## src/rtl/eclair_pkg.sv

```systemverilog
// Shared encodings for the register bank: op codes, register indices, data width.
// Pure declarations; no timing or flow-control behaviour lives here.
package eclair_pkg;

  localparam int DATA_W = 8;

  typedef enum logic [1:0] {
    OP_NOP  = 2'b00,
    OP_LOAD = 2'b01,
    OP_INC  = 2'b10,
    OP_DEC  = 2'b11
  } op_e;

  localparam logic [2:0] REG_A = 3'd0;
  localparam logic [2:0] REG_B = 3'd1;
  localparam logic [2:0] REG_C = 3'd2;
  localparam logic [2:0] REG_D = 3'd3;
  localparam logic [2:0] REG_E = 3'd4;
  localparam logic [2:0] REG_F = 3'd5;
  localparam logic [2:0] REG_G = 3'd6;
  localparam logic [2:0] REG_H = 3'd7;

endpackage

```

## src/rtl/reg_bank_88_inc_dec_16.sv

```systemverilog
// Combinational +/-1 on an 8-bit byte or a 16-bit pair, with carry/borrow and zero.
// Zero latency, no flow control; high byte passes through untouched in byte mode.
module inc_dec_16 (
  input  logic [15:0] operand,
  input  logic        dec,
  input  logic        pair,
  output logic [15:0] result,
  output logic        carry,
  output logic        zero
);

  logic [16:0] wide;
  logic [8:0]  narrow;

  // The extra top bit of each sum is the carry (inc) or borrow (dec).
  always_comb begin
    wide   = dec ? ({1'b0, operand} - 17'd1) : ({1'b0, operand} + 17'd1);
    narrow = dec ? ({1'b0, operand[7:0]} - 9'd1) : ({1'b0, operand[7:0]} + 9'd1);
    result = {operand[15:8], narrow[7:0]};
    carry  = narrow[8];
    zero   = (narrow[7:0] == 8'd0);
    if (pair) begin
      result = wide[15:0];
      carry  = wide[16];
      zero   = (wide[15:0] == 16'd0);
    end
  end

endmodule

```

## src/rtl/reg_bank_88.sv

```systemverilog
// Eight 8-bit registers with one load/inc/dec port (byte or even/odd pair), flags and done pulse.
// Op sampled on edge N, results visible after edge N; accepts one op every cycle, never stalls.
module reg_bank_88
  import eclair_pkg::*;
#(
  parameter logic [DATA_W-1:0] RESET_VAL    = 8'h00,
  parameter bit                FLAG_ON_LOAD = 1'b0
) (
  input  logic              clk,
  input  logic              reset,
  input  logic [1:0]        op,
  input  logic [2:0]        wsel,
  input  logic              pair,
  input  logic [DATA_W-1:0] din,
  output logic [DATA_W-1:0] a,
  output logic [DATA_W-1:0] b,
  output logic [DATA_W-1:0] c,
  output logic [DATA_W-1:0] d,
  output logic [DATA_W-1:0] e,
  output logic [DATA_W-1:0] f,
  output logic [DATA_W-1:0] g,
  output logic [DATA_W-1:0] h,
  output logic              zero,
  output logic              carry,
  output logic              done
);

  logic [DATA_W-1:0] regs [8];
  op_e               opc;
  logic [2:0]        lo_idx;
  logic [2:0]        hi_idx;
  logic [15:0]       operand;
  logic [15:0]       res;
  logic              res_carry;
  logic              res_zero;

  assign opc = op_e'(op);

  // In byte mode the low index is the target itself, so one write path serves both modes.
  assign lo_idx  = pair ? {wsel[2:1], 1'b0} : wsel;
  assign hi_idx  = {wsel[2:1], 1'b1};
  assign operand = {regs[hi_idx], regs[lo_idx]};

  inc_dec_16 u_inc_dec (
    .operand (operand),
    .dec     (opc == OP_DEC),
    .pair    (pair),
    .result  (res),
    .carry   (res_carry),
    .zero    (res_zero)
  );

  always_ff @(posedge clk) begin
    if (reset) begin
      for (int i = 0; i < 8; i++) regs[i] <= RESET_VAL;
      zero  <= 1'b0;
      carry <= 1'b0;
      done  <= 1'b0;
    end else begin
      done <= (opc != OP_NOP);
      case (opc)
        OP_LOAD: begin
          regs[wsel] <= din;
          if (FLAG_ON_LOAD) begin
            zero  <= (din == '0);
            carry <= 1'b0;
          end
        end
        OP_INC, OP_DEC: begin
          regs[lo_idx] <= res[7:0];
          if (pair) regs[hi_idx] <= res[15:8];
          zero  <= res_zero;
          carry <= res_carry;
        end
        default: ;
      endcase
    end
  end

  assign a = regs[REG_A];
  assign b = regs[REG_B];
  assign c = regs[REG_C];
  assign d = regs[REG_D];
  assign e = regs[REG_E];
  assign f = regs[REG_F];
  assign g = regs[REG_G];
  assign h = regs[REG_H];

endmodule

```

## config.mk

```make
export PLATFORM = sky130hd
export DESIGN_NAME = reg_bank_88
export DESIGN_NICKNAME = d
export VERILOG_FILES = /design/src/rtl/eclair_pkg.sv /design/src/rtl/reg_bank_88_inc_dec_16.sv /design/src/rtl/reg_bank_88.sv
export SDC_FILE = /design/constraint.sdc
export NUM_CORES = 1
export LEC_CHECK = 0
export BUFFER_PORTS_ARGS = -buffer_cell sky130_fd_sc_hd__buf_4
export CAP_MARGIN = 25
export CORE_MARGIN = 4
export CORE_UTILIZATION = 61
export DETAILED_ROUTE_END_ITERATION = 12
export GPL_ROUTABILITY_DRIVEN = 0
export PLACE_DENSITY_LB_ADDON = 0.2
export SLEW_MARGIN = 5
export SYNTH_ARGS = -nofsm -noshare
export SYNTH_HDL_FRONTEND = slang
export SYNTH_SLANG_ARGS = --single-unit
```

## constraint.sdc

```tcl
create_clock -name clk -period 13.9 [get_ports clk]
set_input_delay 2.085 -clock clk [delete_from_list [all_inputs] [get_ports clk]]
set_output_delay 2.085 -clock clk [all_outputs]
set_load 0.03 [all_outputs]
```

Word level (Yosys, flattened, before mapping)
Memory sizes are Yosys's and may differ from the RTL's. Cells that the tools add are included.

Reductions and logical operators: 7. Multiplexer cells: 27. Equality and inequality tests: 3. Add/sub/neg operators: 4.

Operators by type and width (number): 8-bit 2-to-1 mux (3); 8-bit OR reduction (3); 1-bit 2-to-1 mux (18); 16-bit by 1-bit adder with 17-bit output, second input constant (1); 17-bit 2-to-1 mux (1); 16-bit by 1-bit subtractor with 17-bit output, second input constant (1); 16-bit zero test (1); 16-bit 2-to-1 mux (1); 8-bit by 1-bit adder with 9-bit output, second input constant (1); 3-bit 2-to-1 mux (3); 9-bit 2-to-1 mux (1); 8-bit by 1-bit subtractor with 9-bit output, second input constant (1); 8-bit zero test (1); 2-bit == test, second input constant (2); 2-bit by 1-bit == test with 1-bit output, second input constant (1); 2-bit nonzero test (1); 2-bit OR reduction (1).

Word-level logic and storage cells: 45. Input port bits: 16. Register bits after elaboration: 3. Memories: 1. Bits in writable memories: 64. Output and inout bits: 67.

Memory list: regs (words 8, bits a word 8, read ports 10, clocked after Yosys merged registers in 0, write ports 8, line reg_bank_88.sv:28) `logic [DATA_W-1:0] regs [8];`.

Depth between registers and ports, before layout
Gate-level depths: netlist of run 1.

Depth after elaboration: 7. Gate-level depth with buffers: 15.

Modules after synthesis
From an unflattened synthesis of run 1, not the netlist that was laid out.

Cells, all modules: 354. Area, all modules: 4369.2 µm².

By module, submodules not included: reg_bank_88 (times used 1, cells each 230, area each 3389.5 µm², sequential area each 1981.9 µm²); inc_dec_16 (times used 1, cells each 124, area each 979.7 µm², sequential area each 0.0 µm²).

Worst setup path before layout of run 1
Ideal clock, no wire load.

Path type: in2reg. From: input port wsel[0]. To: register zero. Library setup time: 0.071 ns. Required time: 13.829 ns. Slack: 7.986 ns. Stages: 15. Arrival time: 5.844 ns. Path through: nor2b_2 > buf_6 > buf_1 > mux4_2 > mux2_2 > ha_1 > clkbuf_1 > a21o_1 > a21oi_1 > o21ai_1 > a41oi_1 > nand3_1 > xor2_1 > or4b_1 > o21bai_1.

Cells in the longest elaborated chain, start to end: 6. Elaborated cells between the ends (all ways): 11. Those cells by class: add/sub: 4; mux: 4; reduce/logical: 2; memory: 1.

Ends and longest elaborated chain: start, declared (line reg_bank_88.sv:12) `input logic [2:0] wsel,`; 1-bit 2-to-1 mux (*) (line reg_bank_88.sv:40) `assign lo_idx = pair ? {wsel[2:1], 1'b0} : wsel;`; memory 8 x 8 bit (*); 16-bit by 1-bit adder with 17-bit output (tied with other cells) (line reg_bank_88_inc_dec_16.sv:17) `wide = dec ? ({1'b0, operand} - 17'd1) : ({1'b0, operand} + 17'd1);`; 17-bit 2-to-1 mux / 9-bit 2-to-1 mux (equally long branches) (line reg_bank_88_inc_dec_16.sv:17, reg_bank_88_inc_dec_16.sv:18); 16-bit zero test / 8-bit zero test (equally long branches) (line reg_bank_88_inc_dec_16.sv:25, reg_bank_88_inc_dec_16.sv:21); 1-bit 2-to-1 mux (*) (line reg_bank_88_inc_dec_16.sv:22) `if (pair) begin`; end signal, assigned (line reg_bank_88.sv:65) `zero <= (din == '0);`; end signal, assigned (line reg_bank_88.sv:72) `zero <= res_zero;`; end, declared (line reg_bank_88.sv:23) `output logic zero,`.

Every way passes the cells marked *; elsewhere a longest branch is shown, timed or not. A chain may end at the register's enable or synchronous reset.

==> qor.csv, run 1 <==
metric,value,unit
ant_nets,0,
wl_per_cell,23.47,um
multi_input_area,2267,um^2
synthDominantCellAreaShare,44.06,%
ys_seq_elements,67,
period_share,41.66,%
cp-start-kind,input pin,
max_stage_delay,600,ps
grt_max_degree,30,
skew,17.57,ps
globalRouteTotalUtil,32.34,%
crit_path_frequent_cell,buf_4,
cp_data_arrival_time,5890,ps
power.share.combinational,29.5,%
switchingPower,197.8,uW
crit_type,in -> reg,
ys_async_sr_fraction,0,%
hold_slack,561.6,ps
coreArea,6869,um^2
synth.distinct_cells,58,
n_fill_cell,468,
cts-root-buf,clkbuf_8,
viasPerCell,6.826,
cts_hold_buf,0,
cts_setup_buffers,0,
synthesis.instances,390,
grt_pass1_wl,20710,um
synth_top_family_by_area,multiplexers,
synth_compound_area_share,12.45,%
die_w,92.56,um
clockBufferDepth,2,
setup_ws,8109,ps
dpl_worst_slack,7794,ps
initial_utilization,63.50,%
fin_nets,503,
rows,30,
drt_iter0_drc,552,
syn-num-nets,424,
antenna_found_initial,0,
clock_sinks,67,
dp_hpwl,10090,um
rsz0062_at_grt,no,
place_area,5049,um^2
boundaryPins,83,
final_area,5241,um^2
synth-adder-area-share,5.336,%
clk_latency,350,ps
tightestPinTransition,991.1,ps
netlist_area,4362,um^2
peakVddDrop,0.1192,mV
finalMaxSlewViolations,0,
synth-xor-area-share,2.209,%
p_int,378.4,uW
synthSimpleGateAreaFrac,15.38,%
drcViolationCount,0,
sw_frac_of_total,34.33,%
status,finished clean,
synth_top_cell_by_area,edfxtp_1,
slew_headroom,32.04,%
critPathCaptureType,flop,
hp-class,reg -> reg,
leakage,0.002113,uW
cp.required,14000,ps
overflow,0,
vias,3891,
cts_resized,0,
power-per-cell-area,109.9,nW/um^2
min_period,5791,ps
slowest_stage,mux4_2,
seq_area,1982,um^2
cts_tree,yes,
worstPathCellList,"buf_4, nor2b_2, buf_4, mux4_2, mux2i_4, inv_1, fa_1, a21o_1, a21oi_1, o21ai_1, a41oi_1, a31oi_1, nor3_1, o32a_1, nor2_1",
dieHeight,92.56,um
synthTopCellsByArea,"edfxtp_1 (44%), mux4_2 (12%), ha_1 (4.9%)",
insertedDiodeCount,0,
synth_mux_area_share,16.61,%
avgSynthCellArea,11.18,um^2
drt-total-wl,13380,um
htree_levels,3,
synth-edff-count,64,
areaGrowthSynthToFinish,20.17,%
setup_violations,0,
finalHoldViolations,0,
path_delay_family,compound AO/OA/AOI/OAI gates,
seq_power_share,42.3,%
die-area,8567,um^2
p_clk_share,28.2,%
grt_pass1_vias,3816,
finalSetupTns,0,ps
ys_warn_count,0,
cp_num_buf_inv,3,
yosysSeqAreaShare,45.44,%
ys.flop_type,edfxtp_1,
drt_first_pass_iters,6,
p_total,576.2,uW
max_freq,172.7,MHz
cp_max_fo,16,
port_buffers,82,
drive_above_1_share,29.11,%
numCtsBuffers,9,
path_clk_slew,90,ps
drv_cap,0,
==> stage by stage <==
| step | instances | utilization, % |
|---|---|---|
| final | 570 | 76.30 |
| after global routing | 570 | 76.30 |
| after CTS | 570 | 76.30 |
| after detailed placement | 554 | 73.50 |
| after global placement | 554 | 73.50 |
| after floorplan | 390 | - |
==> cells in the final DEF (no fill, tap or decap), types with 8 or more instances in the layout <==
cell type,instances
mux2i_1,8
o21ai_0,14
mux4_2,24
inv_1,11
o22ai_1,18
nor3_1,9
clkbuf_8,9
edfxtp_1,64
a21oi_1,18
nand2_1,35
nor2_1,53
ha_1,17
buf_4,85
nand4_1,8
==> cells by family after synthesis <==
family,count (synthesis)
flip-flops,67
adder cells (fa/ha/maj),18
XOR/XNOR,11
AND/OR/NAND/NOR,141
multiplexers,40
AO/OA/AOI/OAI,85
buffers and inverters,28
==> worst paths after layout <==
path / endpoint / cells after the start / startpoint / slack [ps]
hold reg to reg: carry$_SDFFE_PP0N_ / 2 / carry$_SDFFE_PP0N_ / 560
setup / recovery: regs[5][6]$_DFFE_PP_ / 15 / pair / 8110
hold / removal: carry$_SDFFE_PP0N_ / 2 / carry$_SDFFE_PP0N_ / 560
setup reg to reg: regs[5][6]$_DFFE_PP_ / 12 / regs[4][0]$_SDFFCE_PN0P_ / 10080
==> metal layers <==
metal  wire [um]  part of all wire, %  global-route usage, %
met5           0                    0                      0
met4         515                  3.9                  14.48
met3        1501                   11                  9.586
met1        4790                   36                  41.19
met2        6569                   49                  51.30
==> power groups by stage <==
stage	clock, uW	combinational [uW]	sequential (uW)
2_1_floorplan	0	92.5	266
3_3_place_gp	0	161	247
3_5_place_dp	0	165	247
4_1_cts	161	167	243
5_1_grt	173	181	244
6_report	163	170	244
==> Yosys cell counts, types with 4 or more instances <==
master	instances
nand3b_1	4
nand3_1	7
nand2_1	35
edfxtp_1	64
mux2i_1	8
o21ai_0	14
xor2_1	5
mux2_2	5
nand4_1	8
xnor2_1	6
nor2_1	53
clkbuf_1	15
ha_1	17
inv_1	11
nor3_1	9
o21ai_1	4
a21oi_1	18
mux4_2	24
o22ai_1	18
a21o_1	4
nand2b_1	7
==> sequential cells by signal, summed over array words and instances, names as in the netlist <==
signal	flops
zero	1
carry	1
done	1
regs	64
==> tightest hold or removal path: cells and delay by family (launching register included) <==
family | cells | cell delay [ps]
compound gates | 2 | 190
flops | 1 | 320
==> area by class of cell <==
cell class                 count  share of cell area (%)
multi-input combinational    295                   43.26
inverter                      11                  0.7878
clock inverter                 6                   1.241
tap                           96                   2.292
clock buffer                  10                   2.435
sequential                    67                   37.81
timing repair buffer          85                   12.17
No activity file was read; power rests on OpenSTA's default activity.
==> run 2: changes to the inputs <==
--- a/config.mk
+++ b/config.mk
@@ -8,7 +8,7 @@
 export BUFFER_PORTS_ARGS = -buffer_cell sky130_fd_sc_hd__buf_4
 export CAP_MARGIN = 25
 export CORE_MARGIN = 4
-export CORE_UTILIZATION = 61
+export CORE_UTILIZATION = 56
 export DETAILED_ROUTE_END_ITERATION = 12
 export GPL_ROUTABILITY_DRIVEN = 0
 export PLACE_DENSITY_LB_ADDON = 0.2
==> constraint.sdc (replaced) <==
create_clock -name clk -period 5.8 [get_ports clk]
set_input_delay 0.87 -clock clk [delete_from_list [all_inputs] [get_ports clk]]
set_output_delay 0.87 -clock clk [all_outputs]
set_load 0.03 [all_outputs]
==> run 2 against run 1 <==
Compared with the run above:
- via count fell by 2.5%
- count of clock-buffer cells in the layout fell by 1
- non-clock buffer count up 1
- first-iteration DRC count is 5.1% higher
- global-route usage is 2.8 points lower
- combinational power grew 140%
- clock power increased by 120%
- register-to-register slack worse by 8200 ps
- sequential power rose by 140%
- sequential share of layout area about the same
- critical path type unchanged
==> qor.csv, run 2 (same netlist as run 1, synthesis figures left out) <==
metric,value,unit,change
die-area,9265,um^2,was 8567 um^2
finalHoldViolations,0,,unchanged
rows,31,,was 30
wl_per_cell,22.63,um,was 23.47 um
htree_levels,3,,unchanged
drv_cap,0,,unchanged
hp-class,reg -> reg,,unchanged
finalSetupTns,0,ps,unchanged
fin_nets,504,,was 503
setup_violations,0,,unchanged
cts_hold_buf,0,,unchanged
cts-root-buf,clkbuf_8,,unchanged
finalMaxSlewViolations,0,,unchanged
largest_reg_flops,64,,unchanged
finish.utilization,70.66,%,was 76.30%
rsz0062_at_grt,no,,unchanged
power-per-cell-area,257.2,nW/um^2,was 109.9 nW/um^2
cp-start-kind,input pin,,unchanged
drive_above_1_share,29.47,%,was 29.11%
path_clk_slew,80,ps,was 90 ps
crit_path_frequent_cell,buf_4,,unchanged
cp.required,6090,ps,"was 14,000 ps"
viasPerCell,6.611,,was 6.826
busiest_layer,met2,,unchanged
met1_usage,38.92,%,was 41.19%
critPathCaptureType,flop,,unchanged
drt_first_pass_iters,5,,was 6
clk_latency,360,ps,was 350 ps
max_stage_delay,610,ps,was 600 ps
grt_max_degree,30,,unchanged
drt_iter0_drc,580,,was 552
largest-register,regs,,unchanged
period_share,80.18,%,
ant_nets,0,,unchanged
drt-total-wl,12990,um,"was 13,380 um"
grt_pass1_vias,3690,,"was 3,816"
numCtsBuffers,9,,unchanged
grt_use_met2,47.27,%,was 51.30%
clock_sinks,67,,unchanged
grt_pass1_wl,20130,um,"was 20,710 um"
crit_type,in -> reg,,unchanged
cp_data_arrival_time,4940,ps,was 5890 ps
cts_resized,0,,unchanged
dieHeight,96.26,um,was 92.56 um
placed_cells,558,,was 554
min_period,4651,ps,
die_w,96.26,um,was 92.56 um
leakage,0.002108,uW,was 0.002113 uW
max_freq,215.0,MHz,
clockBufferDepth,2,,unchanged
tightestPinTransition,918.4,ps,was 991.1 ps
grtUsageMet3,7.584,%,was 9.586%
coreArea,7408,um^2,was 6869 um^2
globalRouteTotalUtil,29.49,%,was 32.34%
dp_hpwl,10140,um,"was 10,090 um"
layout.cells.non_filler,574,,was 570
antenna_found_initial,0,,unchanged
areaGrowthSynthToFinish,20.02,%,was 20.17%
status,finished clean,,unchanged
slew_headroom,37.02,%,was 32.04%
drcViolationCount,0,,unchanged
vias,3795,,"was 3,891"
worstPathCellList,"buf_4, nor2b_2, buf_4, mux4_2, mux2i_4, inv_1, fa_1, a21o_1, a21oi_1, o21ai_1, a41oi_1, nand3_1, xor2_1, or4b_1, o21bai_1",,"was buf_4, nor2b_2, buf_4, mux4_2, mux2i_4, inv_1, fa_1, a21o_1, a21oi_1, o21ai_1, a41oi_1, a31oi_1, nor3_1, o32a_1, nor2_1"
insertedDiodeCount,0,,unchanged
boundaryPins,83,,unchanged
final_common_cell,buf_4,,unchanged
mostFrequentLayoutCells,"buf_4 (86), edfxtp_1 (64), nor2_1 (53), nand2_1 (35), mux4_2 (24)",,"was buf_4 (85), edfxtp_1 (64), nor2_1 (53), nand2_1 (35), mux4_2 (24)"
reg2reg_setup_slack,1860,ps,"was 10,080 ps"
cp_max_fo,16,,unchanged
initial_utilization,58.88,%,was 63.50%
overflow,0,,unchanged
slowest_stage,mux4_2,,unchanged
skew,10.03,ps,was 17.57 ps
cts_setup_buffers,0,,unchanged
peakVddDrop,0.1809,mV,was 0.1192 mV
cts_tree,yes,,unchanged
port_buffers,82,,unchanged
-- run 2: cell types whose count changed in the layout (fill, tap and decap cells not counted) --
cell / delta
inv_6: +2
buf_4: +1
bufinv_16: -1
clkbuf_1: -1
clkinv_4: -1
clkinvlp_4: +1
-- run 2: final timing paths --
path | startpoint | to | depth (start not counted)
setup reg to reg | regs[7][0]$_DFFE_PP_ | zero$_SDFFE_PP0N_ | 12
setup / recovery | pair | zero$_SDFFE_PP0N_ | 15
hold reg to reg | carry$_SDFFE_PP0N_ | carry$_SDFFE_PP0N_ | 2
hold / removal | carry$_SDFFE_PP0N_ | carry$_SDFFE_PP0N_ | 2
-- run 2: cell type report --
class / count / area, um^2
multi-input cells: 295 / 2267
fillers: 556 / 2173
flip-flops and latches: 67 / 1982
repair buffers: 86 / 645.6
clock buffers: 9 / 123.9
well taps: 99 / 123.9
clock inverters: 7 / 51.30
inverters: 11 / 41.29
-- run 2: critical path, delay by kind of cell --
| family | cells | cell delay, ps |
|---|---|---|
| AO/OA/AOI/OAI | 5 | 1100 |
| XOR/XNOR | 1 | 230 |
| adder cells (fa/ha/maj) | 1 | 430 |
| buffers and inverters | 3 | 620 |
| multiplexers | 2 | 880 |
| AND/OR/NAND/NOR | 3 | 810 |
-- run 2: layer usage --
| metal | vias up | wire, um |
|---|---|---|
| met5 | - | 0 |
| met4 | 0 | 341 |
| met3 | 41 | 1392 |
| met2 | 264 | 6355 |
| met1 | 1817 | 4899 |
| li1 | 1673 | - |
-- run 2: where the power goes --
part	internal [uW]	total, uW	switching, uW	leakage [uW]
logic	148	406	258	0.00133
registers	560	583	23.2	0.000690
clock network	158	356	199	0.0000864
total	866	1350	480	0.00211
-- run 2: through the flow --
| step | hold WS (ps) | instance area, um^2 | total power (uW) | setup WS, ps |
|---|---|---|---|---|
| after floorplan | 666.6 | 4362 | 860.0 | 1101 |
| after global placement | 541.4 | 5060 | 982.6 | 1037 |
| after detailed placement | 542.9 | 5060 | 990.7 | 893.7 |
| after CTS | 563.7 | 5235 | 1335 | 1244 |
| after global routing | 633.7 | 5235 | 1399 | 910.2 |
| final | 558.8 | 5235 | 1346 | 1149 |
